**config.mk**
```make
export PLATFORM = sky130hd
export DESIGN_NAME = sram_arbiter
export DESIGN_NICKNAME = d
export VERILOG_FILES = /design/src/rtl/sram_arbiter.sv
export SDC_FILE = /design/constraint.sdc
export NUM_CORES = 1
export LEC_CHECK = 0
export CAP_MARGIN = 20
export CORE_AREA = 4 4 119 121
export CTS_CLUSTER_DIAMETER = 80
export DETAILED_ROUTE_END_ITERATION = 10
export DIE_AREA = 0 0 123 125
export GPL_TIMING_DRIVEN = 0
export PLACE_DENSITY = 0.81
export SLEW_MARGIN = 20
export SYNTH_ARGS = -nofsm -noshare
export SYNTH_HDL_FRONTEND = slang
export SYNTH_SLANG_ARGS = --single-unit
export TNS_END_PERCENT = 30
```
**constraint.sdc**
```tcl
create_clock -name pclk -period 2.4 [get_ports pclk]
set_input_delay 0.36 -clock pclk [delete_from_list [all_inputs] [get_ports pclk]]
set_output_delay 0.36 -clock pclk [all_outputs]
set_load 0.005 [all_outputs]
```
**src/rtl/sram_arbiter.sv**
```systemverilog
// +----------------------------------------------------------------------------+
// | sram_arbiter: two-master round-robin arbiter sequencing one APB transfer   |
// | at a time onto the shared on-chip SRAM, with an optional slave timeout.    |
// | Revision: 1.0                                                              |
// +----------------------------------------------------------------------------+
`default_nettype none

module sram_arbiter #(
  parameter int ADDR_WIDTH = 32,
  parameter int DATA_WIDTH = 32,
  parameter int TIMEOUT    = 16
) (
  input  logic                      pclk,
  input  logic                      presetn,
  input  logic                      m0_req,
  input  logic [ADDR_WIDTH-1:0]     m0_addr,
  input  logic [DATA_WIDTH-1:0]     m0_wdata,
  input  logic                      m0_write,
  input  logic [DATA_WIDTH/8-1:0]   m0_stb,
  output logic                      m0_done,
  output logic [DATA_WIDTH-1:0]     m0_rdata,
  output logic                      m0_err,
  input  logic                      m1_req,
  input  logic [ADDR_WIDTH-1:0]     m1_addr,
  input  logic [DATA_WIDTH-1:0]     m1_wdata,
  input  logic                      m1_write,
  input  logic [DATA_WIDTH/8-1:0]   m1_stb,
  output logic                      m1_done,
  output logic [DATA_WIDTH-1:0]     m1_rdata,
  output logic                      m1_err,
  output logic [ADDR_WIDTH-1:0]     paddr,
  output logic [DATA_WIDTH-1:0]     pdata,
  output logic                      pwrite,
  output logic [DATA_WIDTH/8-1:0]   pstb,
  output logic                      psel,
  output logic                      penable,
  input  logic [DATA_WIDTH-1:0]     prdata,
  input  logic                      pready,
  input  logic                      perr
);

  localparam int SW    = DATA_WIDTH / 8;
  localparam int CNT_W = (TIMEOUT > 0) ? $clog2(TIMEOUT + 1) : 1;

  localparam logic [1:0]       c_IDLE     = 2'd0;
  localparam logic [1:0]       c_SETUP    = 2'd1;
  localparam logic [1:0]       c_ACCESS   = 2'd2;
  localparam logic             c_TO_EN    = (TIMEOUT != 0);
  localparam logic [CNT_W-1:0] c_CNT_LAST = CNT_W'((TIMEOUT > 0) ? TIMEOUT - 1 : 0);

  logic [1:0]            r_state;
  logic                  r_grant;
  logic                  r_last_grant;
  logic [CNT_W-1:0]      r_cnt;
  logic [ADDR_WIDTH-1:0] r_paddr;
  logic [DATA_WIDTH-1:0] r_pdata;
  logic                  r_pwrite;
  logic [SW-1:0]         r_pstb;

  logic                  w_any_req;
  logic                  w_pick;
  logic                  w_abort;
  logic                  w_finish;
  logic                  w_err;

  // Contention goes to the master that was not served last; otherwise the sole requester.
  assign w_any_req = m0_req | m1_req;
  assign w_pick    = (m0_req & m1_req) ? ~r_last_grant : m1_req;

  assign w_abort  = (r_state == c_ACCESS) & ~pready & c_TO_EN & (r_cnt == c_CNT_LAST);
  assign w_finish = (r_state == c_ACCESS) & (pready | w_abort);
  assign w_err    = pready ? perr : 1'b1;

  assign m0_done  = w_finish & ~r_grant;
  assign m1_done  = w_finish & r_grant;
  assign m0_rdata = m0_done ? prdata : '0;
  assign m1_rdata = m1_done ? prdata : '0;
  assign m0_err   = m0_done & w_err;
  assign m1_err   = m1_done & w_err;

  assign psel    = (r_state == c_SETUP) | (r_state == c_ACCESS);
  assign penable = (r_state == c_ACCESS);
  assign paddr   = r_paddr;
  assign pdata   = r_pdata;
  assign pwrite  = r_pwrite;
  assign pstb    = r_pstb;

  always_ff @(posedge pclk) begin
    if (!presetn) begin
      r_state      <= c_IDLE;
      r_grant      <= 1'b0;
      r_last_grant <= 1'b1;
      r_cnt        <= '0;
      r_paddr      <= '0;
      r_pdata      <= '0;
      r_pwrite     <= 1'b0;
      r_pstb       <= '0;
    end else begin
      case (r_state)
        c_IDLE: begin
          if (w_any_req) begin
            r_grant      <= w_pick;
            r_last_grant <= w_pick;
            r_paddr      <= w_pick ? m1_addr  : m0_addr;
            r_pdata      <= w_pick ? m1_wdata : m0_wdata;
            r_pwrite     <= w_pick ? m1_write : m0_write;
            r_pstb       <= w_pick ? m1_stb   : m0_stb;
            r_state      <= c_SETUP;
          end
        end
        c_SETUP: begin
          r_cnt   <= '0;
          r_state <= c_ACCESS;
        end
        c_ACCESS: begin
          if (w_finish) begin
            r_state <= c_IDLE;
          end else begin
            r_cnt <= r_cnt + CNT_W'(1);
          end
        end
        default: r_state <= c_IDLE;
      endcase
    end
  end

endmodule

`default_nettype wire

```
; ---- Yosys cells after proc, flatten, opt, wreduce, memory -nomap -nowiden
; Cells that the tools add are included.
[op_classes]
add_sub_neg = 1
eq_ne = 6
mux = 13
n_bitwise = 14
n_reduce_logical = 5
[op_table]
columns = operator, n
row1 = two-way mux 32 bit, 4
row2 = case mux 5 bit (2 select lines), 1
row3 = AND 1 bit, 8
row4 = case mux 2 bit (3 select lines), 1
row5 = AND reduction 2 bit, 3
row6 = adder 5 x 1 -> 5 bit (second input constant), 1
row7 = == test 5 x 4 -> 1 bit (second input constant), 1
row8 = two-way mux 5 bit, 1
row9 = two-way mux 2 bit, 2
row10 = two-way mux 4 bit, 1
row11 = inequality test 2 bit (second input constant), 2
row12 = two-way mux 1 bit, 3
row13 = inverter 1 bit, 3
row14 = bitwise OR 1 bit, 3
row15 = == test 2 x 1 -> 1 bit (second input constant), 1
row16 = == test 2 bit (second input constant), 1
row17 = zero test 2 bit, 1
row18 = inequality test 2 x 1 -> 1 bit (second input constant), 1
row19 = nonzero test 2 bit, 1
[word_totals]
reg_bits = 78
input_bits = 176
output_inout_bits = 139
word_cells = 47

; ---- Longest topological paths before layout
[logic_depth]
word_depth = 7
depth_mapped = 7
ltp_nobuf = 6

; ---- Worst setup path after synthesis
; No wires, ideal clock.
[synth_timing]
path_type = register to output
from = reg r_cnt[0]
to = out m0_rdata[22]
t_arrival_ps = 1663
required_time_ps = 2040
setup_slack_ps = 377
path_stages_with_launch = 8
path_buffers = 1
cell_sequence = dfxtp_1 ha_1 and3_1 ha_1 o21ai_0 nor2_1 clkbuf_1 and2_1
[synth_via]
elab_chain_cells = 6
[synth_rtl]
columns = item, line_no
row1 = "start, declared", 54  ; logic [CNT_W-1:0] r_cnt;
row2 = "start signal, assigned", 119  ; r_cnt <= r_cnt + CNT_W'(1);
row3 = == test 5 x 4 -> 1 bit, 70  ; assign w_abort = (r_state == c_ACCESS) & ~pready & c_TO_EN & (r_cnt == c_CNT_LAST);
row4 = AND 1 bit, 70
row5 = bitwise OR 1 bit, 71  ; assign w_finish = (r_state == c_ACCESS) & (pready | w_abort);
row6 = AND 1 bit, 71
row7 = AND 1 bit, 74  ; assign m0_done = w_finish & ~r_grant;
row8 = named net m0_done, 20  ; output logic m0_done,
row9 = two-way mux 32 bit, 76  ; assign m0_rdata = m0_done ? prdata : '0;
row10 = "end, declared", 21  ; output logic [DATA_WIDTH-1:0] m0_rdata,
; The timed path passes the listed nets, and every way through them passes these cells.

; ---- Worst setup path after layout
[layout_timing]
from = reg r_cnt[1]
to = out m0_rdata[8]
[layout_via]
elab_chain_cells = 6
[layout_rtl]
columns = item, line_no
row1 = == test 5 x 4 -> 1 bit, 70
row2 = AND 1 bit, 70
row3 = bitwise OR 1 bit, 71
row4 = AND 1 bit, 71
row5 = AND 1 bit, 74
row6 = two-way mux 32 bit, 76
; No other way between the ends.

==> impl_results.md <==
* Final Hold Viols at 0
* CTS buffer count at 9
* Area grow syn2layout at 104%
* DR pass1 iterations at 4
* TritonCTS clock tree: yes
* Vias post-DR at 5,006
* Crit-path cells: ha_4, and3_4, ha_4, o21ai_4, nor2_4, buf_4, clkbuf_8, buf_4, and2_1, buf_2
* CP Data Arrival Time at 2.11 ns
* Hold buffer count at CTS at 0
* CP bufs+invs at 4
* YS warnings at 0
* Fmax at 404 MHz
* Final #Nets at 1,043
* Mapped Area at 3780 um2
* Kind of end point of the critical path: primary output
* Residual DRC count at 0
* Worst min path class: reg -> reg
* LEAKAGE at 0.00315 uW
* Failing checks: negative setup slack
* Final setup viols at 9
* Number of synthesized register bits at 78
* CP Launch Type: register
* Core region area at 13,100 um2
* CP max stage delay at 0.33 ns
* Syn Nets at 697
* CP max stage cell: dfxtp_2
* CP max FO at 7
* Placer Congestion at 0.824
* PnR worst setup slack at -0.0736 ns
* Rel. slew slack at 0.529
* Final Max Slew Viols at 0
* Cell family with most CP delay: buffers and inverters
* ANT nets after route at 0
* Setup TNS at -0.498 ns
* Clock slew at reported path FFs at 0.06 ns
* PortBufs at 313
* Longest Clk Path Bufs at 2
* Clock latency on the worst-skew pair at 0.33 ns
* Starting Density at 0.289
* Post-synth EDFFs at 0
* Global-route wire length before repair at 26.3 mm
* Die Span Y at 125 um
* Clk sinks at 78
* Async SR Flop Fraction at 0
* CP Class: reg -> out
* Share of layout cells above drive strength 1 at 0.111
* Period Utilization, post-route at 1.03
* Top FF cell, synth: dfxtp_1
* Worst path depth at 10
* Total Power at 4400 uW
* Total gr overflow at 0
* Max cap viols at 0
* Final min period at 2.47 ns
* CP required at 2.04 ns
* Cell count after synthesis at 516
* Row count at 42
* H-tree lvl count at 3
* CTS Root Cell: clkbuf_16
* Iter 0 DRT Violations at 246
* Worst VDD drop at 0.400 mV
* Outcome: complete, but fails checks
* Largest net degree at the start of global routing at 15
* Worst Hold Depth at 2
* Die width at 123 um
* Routed len/inst at 17.2 um
* Final wirelength at 18.0 mm
* Unrepaired setup endpoints after global routing: true
* Syn Area/Cell at 7.33 um2
* Post-Place Cell Area at 7140 um2
* Post-DP HPWL at 13.6 mm
* Vias in the first global route at 4,912
* DP Worst Slack at -0.458 ns
* Slew @ Worst Pin at 0.706 ns
* Area of the die at 15,400 um2
* Total I/O pin count at 315
* Worst R2R Path Depth at 8
* Pwr dens at 572 nW/um2
* Antenna violations before repair at 2
* Min Hold Slack at 0.479 ns
* Register area share after synthesis at 0.413
* Synth cell types at 29
* Final setup skew at 0.0122 ns
* GR Util All Layers at 0.222
* Via density at 4.79
* Cell area after layout at 7700 um2
==> metrics by stage <==
step | utilization | std cells
final | 0.588 | 1045
after global routing | 0.588 | 1045
after CTS | 0.585 | 1040
after detailed placement | 0.545 | 1005
after global placement | 0.545 | 1005
after floorplan | - | 516
==> Yosys cell counts, types with 3 or more instances <==
cell	instances	area (um2)
nand2_1	139	522
dfxtp_1	78	1560
o21ai_0	74	370
a31oi_1	69	432
and2_1	65	407
clkbuf_1	37	139
inv_1	7	26.3
a21oi_1	6	30.0
buf_2	6	30.0
ha_1	5	62.6
nand3_1	4	20.0
nand2b_1	3	18.8
==> area by class of cell <==
class | count | area [um2]
Antenna cell | 2 | 5.00
Buffer | 45 | 249
Clock buffer | 9 | 225
Clock inverter | 7 | 98.8
Fill cell | 1180 | 5390
Inverter | 7 | 26.3
Multi-Input combinational cell | 386 | 2080
Sequential cell | 78 | 1560
Tap cell | 176 | 220
Timing Repair Buffer | 335 | 3230
==> cell families (layout without fill, tap and decap cells) <==
logic type	Yosys count	after routing	share of synthesized area
adders and majority gates	5	5	0.0165
and+or+nand+nor	223	223	0.275
DFF	78	78	0.413
other	0	2	0
AOI/OAI and AO/OA	158	158	0.240
buffers and inverters	52	403	0.0556
==> metal layers <==
| metal | share of wire | track usage |
|---|---|---|
| met5 | 0 | 0 |
| met4 | 0.036 | 0.0886 |
| met3 | 0.11 | 0.0808 |
| met2 | 0.50 | 0.408 |
| met1 | 0.35 | 0.223 |
==> worst reg2reg max path: cells and delay by family (launching register included) <==
family                     cells  cell delay, ns
AOI/OAI and AO/OA              2            0.43
buffers and inverters          2            0.24
and+or+nand+nor                2            0.76
adders and majority gates      2            0.32
DFF                            1            0.33
==> cell usage in the layout, fill, tap and decap left out, drive strengths merged, types with 3 or more instances in the layout <==
cell type / synthesis / routed
buf: 8 / 51
dlygate4sd2: 0 / 6
a21oi: 6 / 6
nand2: 139 / 139
nand2b: 3 / 3
clkdlybuf4s50: 0 / 245
inv: 7 / 7
a31oi: 69 / 69
clkinv: 0 / 4
dfxtp: 78 / 78
o21ai: 74 / 74
ha: 5 / 5
nand3: 4 / 4
clkdlybuf4s15: 0 / 33
and2: 65 / 65
clkbuf: 37 / 52
==> power breakdown <==
part / leakage (uW) / internal [uW] / switching [uW] / total, uW
Sequential: 0.000648 / 1480 / 87.6 / 1570
Combinational: 0.00235 / 767 / 579 / 1350
Clock: 0.000156 / 915 / 571 / 1490
Total: 0.00315 / 3160 / 1240 / 4400
==> sequential cells by signal, indices dropped and copies added, names as in the netlist <==
name          count
paddr            32
pdata            32
r_cnt             5
pstb              4
r_state           2
pwrite            1
r_grant           1
r_last_grant      1
==> path summary, 6_finish.rpt <==
kind / start / to / slack (ns)
setup / recovery: r_cnt[1]$_SDFFE_PN0P_ / m0_rdata[8] / -0.07
hold / removal: r_cnt[4]$_SDFFE_PN0P_ / r_cnt[4]$_SDFFE_PN0P_ / 0.48
setup reg to reg: r_cnt[1]$_SDFFE_PN0P_ / r_cnt[3]$_SDFFE_PN0P_ / 0.23
hold reg to reg: r_cnt[4]$_SDFFE_PN0P_ / r_cnt[4]$_SDFFE_PN0P_ / 0.48
==> what timing repair did <==
item	in CTS	in global routing
resized for setup	175	56
endpoints found under the setup margin	68	62
gates cloned	3	0
buffers inserted	16	3
pin swaps	3	5
Power figures use the tool's default switching activity.
